<file path="src/rtl/frame_encoder.sv">
// Buffers an address plus a 1-16 byte burst, then emits it as one gap-free frame:
// header, control, address, data, [checksum], trailer. Define FRAME_ENC_CHECKSUM_EN for checksum.
module frame_encoder #(
  parameter logic [7:0]  HDR   = 8'hC9,
  parameter logic [7:0]  TRL   = 8'h9C,
  parameter int unsigned DEPTH = 16
) (
  input  logic       clk,
  input  logic       reset,
  input  logic       start,
  input  logic [7:0] addr_in,
  input  logic [3:0] len_in,
  input  logic [7:0] data_in,
  input  logic       data_valid,
  output logic       data_ready,
  output logic [7:0] word_out,
  output logic       word_valid,
  output logic       busy,
  output logic       done
);

  localparam logic [2:0] StIdle = 3'd0;
  localparam logic [2:0] StLoad = 3'd1;
  localparam logic [2:0] StHdr  = 3'd2;
  localparam logic [2:0] StCtrl = 3'd3;
  localparam logic [2:0] StAddr = 3'd4;
  localparam logic [2:0] StData = 3'd5;
`ifdef FRAME_ENC_CHECKSUM_EN
  localparam logic [2:0] StCsum = 3'd6;
  localparam logic [3:0] CtrlHi = 4'h7;
`else
  localparam logic [3:0] CtrlHi = 4'h6;
`endif
  localparam logic [2:0] StTrl  = 3'd7;

  logic [2:0] state_q, state_d;
  logic [3:0] n_m1_q, wcnt_q, rcnt_q;
  logic [7:0] addr_q;
  logic [7:0] word_q, word_d;
  logic       valid_q, valid_d;
  logic       done_q, done_d;
  logic [7:0] mem_q [DEPTH];
  logic [7:0] ctrl_byte;
  logic       accept;
  logic       launch;
`ifdef FRAME_ENC_CHECKSUM_EN
  logic [7:0] csum_q;
`endif

  assign ctrl_byte  = {CtrlHi, n_m1_q};
  assign accept     = (state_q == StLoad) && data_valid;
  // Holding off while the trailer is still on the wire guarantees one idle cycle between frames.
  assign launch     = (state_q == StIdle) && start && !valid_q;

  assign data_ready = (state_q == StLoad);
  assign word_out   = word_q;
  assign word_valid = valid_q;
  assign done       = done_q;
  assign busy       = (state_q != StIdle) || valid_q;

  always_comb begin
    state_d = state_q;
    word_d  = 8'h00;
    valid_d = 1'b0;
    done_d  = 1'b0;
    case (state_q)
      StIdle: if (launch) state_d = StLoad;
      StLoad: if (data_valid && (wcnt_q == n_m1_q)) state_d = StHdr;
      StHdr: begin
        state_d = StCtrl;
        word_d  = HDR;
        valid_d = 1'b1;
      end
      StCtrl: begin
        state_d = StAddr;
        word_d  = ctrl_byte;
        valid_d = 1'b1;
      end
      StAddr: begin
        state_d = StData;
        word_d  = addr_q;
        valid_d = 1'b1;
      end
      StData: begin
        word_d  = mem_q[rcnt_q];
        valid_d = 1'b1;
        if (rcnt_q == n_m1_q) begin
`ifdef FRAME_ENC_CHECKSUM_EN
          state_d = StCsum;
`else
          state_d = StTrl;
`endif
        end
      end
`ifdef FRAME_ENC_CHECKSUM_EN
      StCsum: begin
        state_d = StTrl;
        word_d  = csum_q;
        valid_d = 1'b1;
      end
`endif
      StTrl: begin
        state_d = StIdle;
        word_d  = TRL;
        valid_d = 1'b1;
        done_d  = 1'b1;
      end
      default: state_d = StIdle;
    endcase
  end

  always_ff @(posedge clk or negedge reset) begin
    if (!reset) begin
      state_q <= StIdle;
      n_m1_q  <= 4'd0;
      addr_q  <= 8'h00;
      wcnt_q  <= 4'd0;
      rcnt_q  <= 4'd0;
      word_q  <= 8'h00;
      valid_q <= 1'b0;
      done_q  <= 1'b0;
    end else begin
      state_q <= state_d;
      word_q  <= word_d;
      valid_q <= valid_d;
      done_q  <= done_d;
      if (launch) begin
        addr_q <= addr_in;
        n_m1_q <= len_in;
        wcnt_q <= 4'd0;
        rcnt_q <= 4'd0;
      end
      // Both counters wrap 15->0 on the last beat of a 16-byte burst.
      if (accept) wcnt_q <= wcnt_q + 4'd1;
      if (state_q == StData) rcnt_q <= rcnt_q + 4'd1;
    end
  end

`ifdef FRAME_ENC_CHECKSUM_EN
  always_ff @(posedge clk or negedge reset) begin
    if (!reset) begin
      csum_q <= 8'h00;
    end else begin
      case (state_q)
        StHdr:   csum_q <= ctrl_byte;
        StAddr:  csum_q <= csum_q ^ addr_q;
        StData:  csum_q <= csum_q ^ mem_q[rcnt_q];
        default: csum_q <= csum_q;
      endcase
    end
  end
`endif

  always_ff @(posedge clk) begin
    if (accept) mem_q[wcnt_q] <= data_in;
  end

endmodule

</file>
<file path="config.mk">
export PLATFORM = sky130hd
export DESIGN_NAME = frame_encoder
export DESIGN_NICKNAME = d
export VERILOG_FILES = /design/src/rtl/frame_encoder.sv
export SDC_FILE = /design/constraint.sdc
export NUM_CORES = 1
export LEC_CHECK = 0
export ABC_AREA = 1
export CORE_AREA = 2 2 118 120
export CTS_CLUSTER_SIZE = 14
export DETAILED_ROUTE_END_ITERATION = 8
export DIE_AREA = 0 0 120 122
export DONT_BUFFER_PORTS = 1
export GPL_ROUTABILITY_DRIVEN = 0
export HOLD_SLACK_MARGIN = 0.05
export PLACE_DENSITY_LB_ADDON = 0.1
export SLEW_MARGIN = 10
export SYNTH_ARGS = -nofsm -noshare
export SYNTH_HDL_FRONTEND = slang
export SYNTH_SLANG_ARGS = --single-unit
</file>
<file path="constraint.sdc">
create_clock -name clk -period 2.2 [get_ports clk]
set_input_delay 0.44 -clock clk [delete_from_list [all_inputs] [get_ports clk]]
set_output_delay 0.44 -clock clk [all_outputs]
set_load 0.01 [all_outputs]
</file>
Word level (Yosys, flattened, before mapping)
Memory sizes are Yosys's and may differ from the RTL's.
Index checks and enable logic that the tools add are counted.
Storage, ports and cells
  word-level logic and storage cells: 46
  memories kept: 1
  register bits: 33
  output and inout port bits: 12
  memory bits (writable): 128
  input port bits: 24
Cells by class
  multiplexer cells: 12
  add/sub/neg operators: 2
  reduce and logical (&&, ||, !) cells: 12
  equal/unequal tests: 11
Memories
  mem_q: words 16, width 8, rd ports 1, clocked after Yosys merged registers in 0, wr ports 1, line 42  | logic [7:0] mem_q [DEPTH];
Operators with widths (number)
  8-bit one-hot mux with 5 select lines: 1
  3-bit one-hot mux with 6 select lines: 1
  4-bit 2-to-1 mux: 3
  3-bit == test, second input constant: 3
  3-bit 2-to-1 mux: 3
  4-bit by 1-bit adder with 4-bit output, second input constant: 2
  4-bit == test: 2
  3-bit by 2-bit == test with 1-bit output, second input constant: 2
  5-bit OR reduction: 1
  1-bit logical AND: 4
  1-bit 2-to-1 mux: 4
  2-bit != test, second input constant: 2
  2-bit nonzero test: 2
  3-bit by 1-bit == test with 1-bit output, second input constant: 1
  3-bit zero test: 1
  3-bit AND reduction: 1
  3-bit nonzero test: 1
  2-bit by 1-bit != test with 1-bit output, second input constant: 1
  1-bit zero test: 1
  1-bit logical OR: 1

Logic depth before layout (Yosys ltp)
Gate-level depths: netlist of run 1.
  depth in word-level cells: 5
  depth in mapped cells: 10
  mapped depth without buffers: 9

Worst setup path after synthesis of run 1
Ideal clock, no wire load.
  path kind: register to register
  from: register state_q[0]
  to: memory mem_q[3][0], enable pin
  stages on the path, launching flop included: 10
  path buffers: 1
  period minus slack after synthesis: 1.805 ns
  setup slack: 0.395 ns
  setup time: 0.370 ns
  data arrival time: 1.434 ns
  cell sequence: dfrtp_1 inv_2 buf_2 nor2_2 nand2_1 inv_2 nand2_2 clkinv_2 nand2_4 nor2_1
On the way
  word-level cells in the longest chain between the ends: 4
RTL lines
  from (decl): line 36  | logic [2:0] state_q, state_d;
  from (signal assigned): line 114  | state_q <= StIdle;
  from (signal assigned): line 123  | state_q <= state_d;
  3-bit by 1-bit == test with 1-bit output
  named net data_ready: line 15  | output logic data_ready,
  1-bit logical AND: line 51  | assign accept = (state_q == StLoad) && data_valid;
  1-bit 2-to-1 mux: line 155  | if (accept) mem_q[wcnt_q] <= data_in;
  1-bit 2-to-1 mux (not written as such): line 155
  to (decl): line 42
The timed path passes the listed nets, and every way through them passes these cells.

Final worst setup path of run 1
  from: register state_q[0]
  to: output busy
On the way
  word-level cells in the longest chain between the ends: 2
RTL lines
  3-bit nonzero test: line 59  | assign busy = (state_q != StIdle) || valid_q;
  1-bit logical OR: line 59
  to (decl): line 18  | output logic busy,
No other way between the ends.

==> results of run 1 <==
==> stage by stage <==
step                 util  instances
floorplan               -        733
global placement    0.552        904
detailed placement  0.552        904
CTS                 0.594        937
global route        0.594        937
finish              0.594        937
==> critical path, cell delays in order, from the launching register on <==
cell and delay (ps):
dfrtp_1 420, inv_2 190, nand2_2 130, nor2_4 120
nand2_1 100
==> flip-flops by register name, indices dropped and copies added, names as in the netlist <==
signal      count
rcnt_q          4
addr_q          8
n_m1_q          4
wcnt_q          4
word_valid      1
mem_q         128
done            1
word_out        8
state_q         3
==> cell families (layout without fill, tap and decap cells) <==
logic type	after synthesis	in the layout
DFF	161	161
muxes	8	8
AOI/OAI and AO/OA	21	21
adders and majority gates	5	5
buffers and inverters	154	178
xor gates and xnor gates	2	2
and+or+nand+nor	382	382
==> where the power goes <==
group / total [mW] / internal, mW / switching (mW)
clock: 2.73 / 1.55 / 1.18
combinational: 2.86 / 0.875 / 1.99
sequential: 3.91 / 3.64 / 0.268
total: 9.50 / 6.07 / 3.44
==> cell usage in the layout (no fill, tap or decap), types with 2 or more instances in the layout <==
| master | instances |
|---|---|
| inv_6 | 3 |
| ha_1 | 5 |
| nor2_1 | 32 |
| dfrtp_1 | 32 |
| xor2_1 | 2 |
| nand2_2 | 5 |
| clkinv_2 | 4 |
| inv_1 | 116 |
| nor2_2 | 2 |
| mux2_1 | 6 |
| buf_4 | 20 |
| nand3_2 | 2 |
| a21oi_1 | 7 |
| clkbuf_16 | 17 |
| buf_12 | 3 |
| edfxtp_1 | 128 |
| o21ai_0 | 10 |
| inv_2 | 6 |
| clkinvlp_4 | 4 |
| mux2_2 | 2 |
| nand3_1 | 108 |
| nand2_1 | 229 |
==> worst paths after layout <==
kind                          endpoint  slack, ps  cells after the start
min reg2reg                  addr_q[4]        510                      1
min in group asynchronous   state_q[2]        470                      2
max reg2reg                  rcnt_q[1]        380                      7
max                               busy        370                      4
max in group asynchronous    rcnt_q[0]       1540                      2
min                        mem_q[7][3]        110                      0
==> cell type report <==
| cell class | instances | share of cell area |
|---|---|---|
| repair buffers | 24 | 0.0274 |
| flip-flops and latches | 161 | 0.582 |
| multi-input cells | 418 | 0.237 |
| clock inverters | 13 | 0.0142 |
| well taps | 180 | 0.0281 |
| clock buffers | 18 | 0.0535 |
| inverters | 123 | 0.0577 |
==> per-layer routing <==
layer | up-vias | GRT usage | part of all wire
li1 | 2370 | - | -
met1 | 2347 | 0.335 | 0.42
met2 | 185 | 0.385 | 0.47
met3 | 26 | 0.0604 | 0.085
met4 | 0 | 0.0971 | 0.022
met5 | - | 0 | 0
==> synthesized netlist by cell type, drive strengths merged (2+ instances only) <==
master / n / share of area
buf: 23 / 0.018
nor2: 35 / 0.020
ha: 5 / 0.0087
nand3: 110 / 0.078
nand2: 235 / 0.13
mux2: 8 / 0.013
dfrtp: 33 / 0.11
edfxtp: 128 / 0.53
clkbuf: 8 / 0.0043
inv: 122 / 0.064
xor2: 2 / 0.0024
o21ai: 11 / 0.0082
a21oi: 7 / 0.0049
==> flow_summary.yaml, run 1 <==
logic_synthesis:
  synth-main-ff-cell: "edfxtp_1"
  ys_seq_area_frac: 0.649
  synth_top_family_by_area: "simple AND/OR/NAND/NOR gates"
  netlist_area_mm2: 0.00720
  synth-async-reset-ratio: 0.205
  synth_seq_cells: 161
  synth_edf_count: 128
  syn-instance-count: 733
  synthesis.nets: 762
  synth_warnings: 0
  synth-xor-area-share: 0.00243
  yosysUniqueCellTypes: 30
  yosys.area_share.simple: 0.225
  muxShareOfSynthArea: 0.0125
  synth_fa_ha_area_frac: 0.00869
  synth.avg_cell_area_um2: 9.82
  synth_compound_area_frac: 0.0160
clocking:
  ctsResizeCount: 0
  clk_path_buf_depth: 2
  cts_tree: "done"
  root_buffer: "clkbuf_16"
  holdBufCountCts: 2
  clk_pin_slew_ps: 70
  htreeDepth: 4
  cts_setup_buffers: 0
  cts_sinks: 161
  cts_buffers: 17
  clkLatencyLatePin_ps: 430
sta:
  skew_ps: 8.29
  slew_violations: 0
  fin_hold_ws_ps: 107
  final-setup-viol-count: 0
  max_freq_ghz: 0.546
  hold_viol: 0
  worst_pin_slew_ps: 680
  fin_crit_sh: 0.832
  rsz0062_at_grt: "false"
  fin_crit_ps: 1830
  setup_slack_ps: 370
  slew_headroom: 0.546
  fin_tns_setup_ps: 0
setup_path:
  r2r-start: "state_q[0]"
  crit_fanout: 11
  cp-startpoint: "state_q[0]"
  crit_arrival_ps: 1390
  critPathLaunchType: "flip-flop"
  worst_setup_path_end_kind: "output pin"
  worst_ep_required_time_ps: 1760
  crit_type: "reg -> out"
global_route:
  antenna_found_initial: 0
  grt_pass1_vias: 4823
  grt_util_all_layers: 0.246
  grt_max_degree: 68
  grt_first_pass_wirelength_um: 26500
  grt_overflow_total: 0
detailed_routing:
  wire_per_inst_um: 18.0
  drtAntennaViolNets: 0
  totalWireLength_um: 16900
  vias: 4928
  via_per_inst: 5.26
  drc: 0
  drt-initial-drc-count: 390
  dr.pass1.iters: 6
floorplanning:
  rows: 43
  core_mm2: 0.0135
  die_x_um: 120
  die_area_mm2: 0.0146
  fp.dieH_um: 122
  ioPinCount: 36
  start_util: 0.533
power:
  power_density_mw_per_mm2: 1180
  total_leakage_power_nw: 3.58
  p_total_mw: 9.50
  power.ir.vdd_worst_mv: 0.584
placement:
  portBuffers: 0
  placed_area_mm2: 0.00745
  hpwl_um: 11100
  pre_cts_ws_ps: 382
run_status:
  outcome: "complete, no violations"
finish:
  num_antenna_cells: 0
  drive_above_1_share: 0.0991
  area_growth_pct: 11.5
  fillCellCount: 1142
  num-nets-final: 774
  multi_input_area_mm2: 0.00190
  final_area_mm2: 0.00803
  seq_area_mm2: 0.00467
hold_path:
  min_from: "data_in[3]"
  min_path_type: "in -> reg"
job:
  maxCapViolCount: 0
Power figures use the tool's default switching activity.
==> inputs of run 2 (changes only) <==
- clock period: 2.2 -> 1.5 ns (I/O delays scaled with it)
==> flow_summary.yaml, run 2 (same netlist as run 1, synthesis figures left out) <==
run_status:
  outcome: "finished, violations left"
  violations: "setup timing"
power:
  p_sw_mw: 6.07
  internal-power_mw: 10.6
  power_frac_clock: 0.258
  p_sw_frac: 0.365
  comb_power_share: 0.398
  power.ir.vdd_worst_mv: 0.832
  pwr-share-seq: 0.344
  power_density_mw_per_mm2: 1810
  total_leakage_power_nw: 4.01
detailed_routing:
  vias: 5273
  drtAntennaViolNets: 0
  drc: 0
  drt-initial-drc-count: 459
  drt-met1-wl_um: 7700
  wire_per_inst_um: 18.9
  dr_wl_met3_um: 1360
  routed.top_layer: "met4"
  totalWireLength_um: 18600
  met2_wirelength_um: 9280
  dr.pass1.iters: 6
  via_per_inst: 5.36
setup_path:
  worst_setup_path_end_kind: "flip-flop"
  crit_type: "reg -> reg"
  path_cells: "inv_2 > nor2_4 > nand2_2 > inv_2 > nand2_4 > clkinv_8 > nand2_8 > nor2_4"
  r2r_cells: 8
  worst_ep_required_time_ps: 1600
  crit_arrival_ps: 1630
  cp_slowest_stage_delay_ps: 370
  critPathLaunchType: "flip-flop"
  crit_fanout: 8
  crit_slowest_cell: "dfrtp_1"
finish:
  final_common_cell: "nand2_1"
  drive_above_1_share: 0.221
  mostFrequentLayoutCells: "nand2_1, edfxtp_1, inv_1, nand3_1, nand3_2"
  largest_register: "mem_q"
  area_growth_pct: 27.4
  final_area_mm2: 0.00917
  num-nets-final: 820
  num_antenna_cells: 0
  largest_register_ff_count: 128
  stdcell_count: 984
hold_path:
  min_path_type: "in -> reg"
  min_path_cells: 3
sta:
  max_freq_ghz: 0.653
  final-setup-viol-count: 78
  fin_crit_sh: 1.02
  rsz0062_at_grt: "true"
  worst_pin_slew_ps: 873
  slew_headroom: 0.416
  setup_slack_ps: -31.8
  hold_viol: 0
  fin_crit_ps: 1530
  slew_violations: 0
  skew_ps: 6.47
floorplanning:
  die_x_um: 120
  die_area_mm2: 0.0146
  fp.dieH_um: 122
  rows: 43
  core_mm2: 0.0135
  ioPinCount: 36
  start_util: 0.533
placement:
  portBuffers: 0
  hpwl_um: 11300
  dp.cells: 910
  placed_area_mm2: 0.00775
job:
  maxCapViolCount: 0
global_route:
  grt_overflow_total: 0
  antenna_found_initial: 0
  grt_util_all_layers: 0.255
  grt_first_pass_wirelength_um: 27000
  grt_pass1_vias: 4919
  grt_max_degree: 35
clocking:
  cts_tree: "done"
  cts_sinks: 161
  clkLatencyLatePin_ps: 420
  htreeDepth: 4
  cts_buffers: 17
  clk_path_buf_depth: 2
  clk_pin_slew_ps: 60
  root_buffer: "clkbuf_16"
-- run 2: critical path, delay by kind of cell (launching register included) --
kind | cells | cell delay (ps)
buf+inv | 3 | 260
simple gates | 5 | 580
flops | 1 | 370
-- run 2: final timing paths --
| path | startpoint | to | slack, ps |
|---|---|---|---|
| hold / removal | start | n_m1_q[3] | 260 |
| max in group asynchronous | reset | rcnt_q[0] | 980 |
| min in group asynchronous | reset | done | 330 |
| setup / recovery | state_q[0] | mem_q[12][4] | -30 |
| hold reg to reg | addr_q[3] | addr_q[3] | 490 |
| setup reg to reg | state_q[0] | mem_q[12][4] | -30 |
-- run 2: what timing repair did --
| item | 4_1_cts | 5_1_grt |
|---|---|---|
| gates cloned | 2 | 7 |
| hold endpoints to repair | 173 | 0 |
| resized for setup | 12 | 63 |
| hold buffers | 22 | 0 |
| setup buffers | 7 | 4 |
| pin swaps | 13 | 27 |
| setup endpoints to repair | 133 | 143 |
-- run 2: area by class of cell --
type | count | area, um2
multi-input combinational | 418 | 2340
clock buffer | 26 | 562
timing repair buffer | 70 | 853
tap | 180 | 225
sequential | 161 | 4670
clock inverter | 6 | 38.8
inverter | 123 | 482
fill | 993 | 4330
-- run 2: per-layer routing --
layer,vias to the layer above,GRT usage
met5,-,0
met3,19,0.0445
met4,0,0.0985
li1,2474,-
met1,2569,0.349
met2,211,0.410
-- run 2: power by group through the flow --
stage / sequential, mW / combinational [mW] / clock, mW
4_1_cts: 5.72 / 5.58 / 4.31
2_1_floorplan: 5.69 / 3.42 / 0
3_3_place_gp: 5.79 / 4.93 / 0
5_1_grt: 5.78 / 7.12 / 4.50
6_report: 5.72 / 6.62 / 4.29
3_5_place_dp: 5.79 / 4.96 / 0
-- run 2: per-stage QoR --
stage | total power, mW | util | hold slack, ps | worst slack [ps] | setup TNS, ps
after floorplan | 9.11 | - | 4.41 | -70.0 | -5720
after global placement | 10.7 | 0.574 | 5.03 | -14.3 | -170
after detailed placement | 10.8 | 0.574 | 4.96 | -37.2 | -1720
after CTS | 15.6 | 0.647 | 247 | -48.0 | -330
after global routing | 17.4 | 0.679 | 276 | -92.3 | -8380
final | 16.6 | 0.679 | 255 | -31.8 | -792
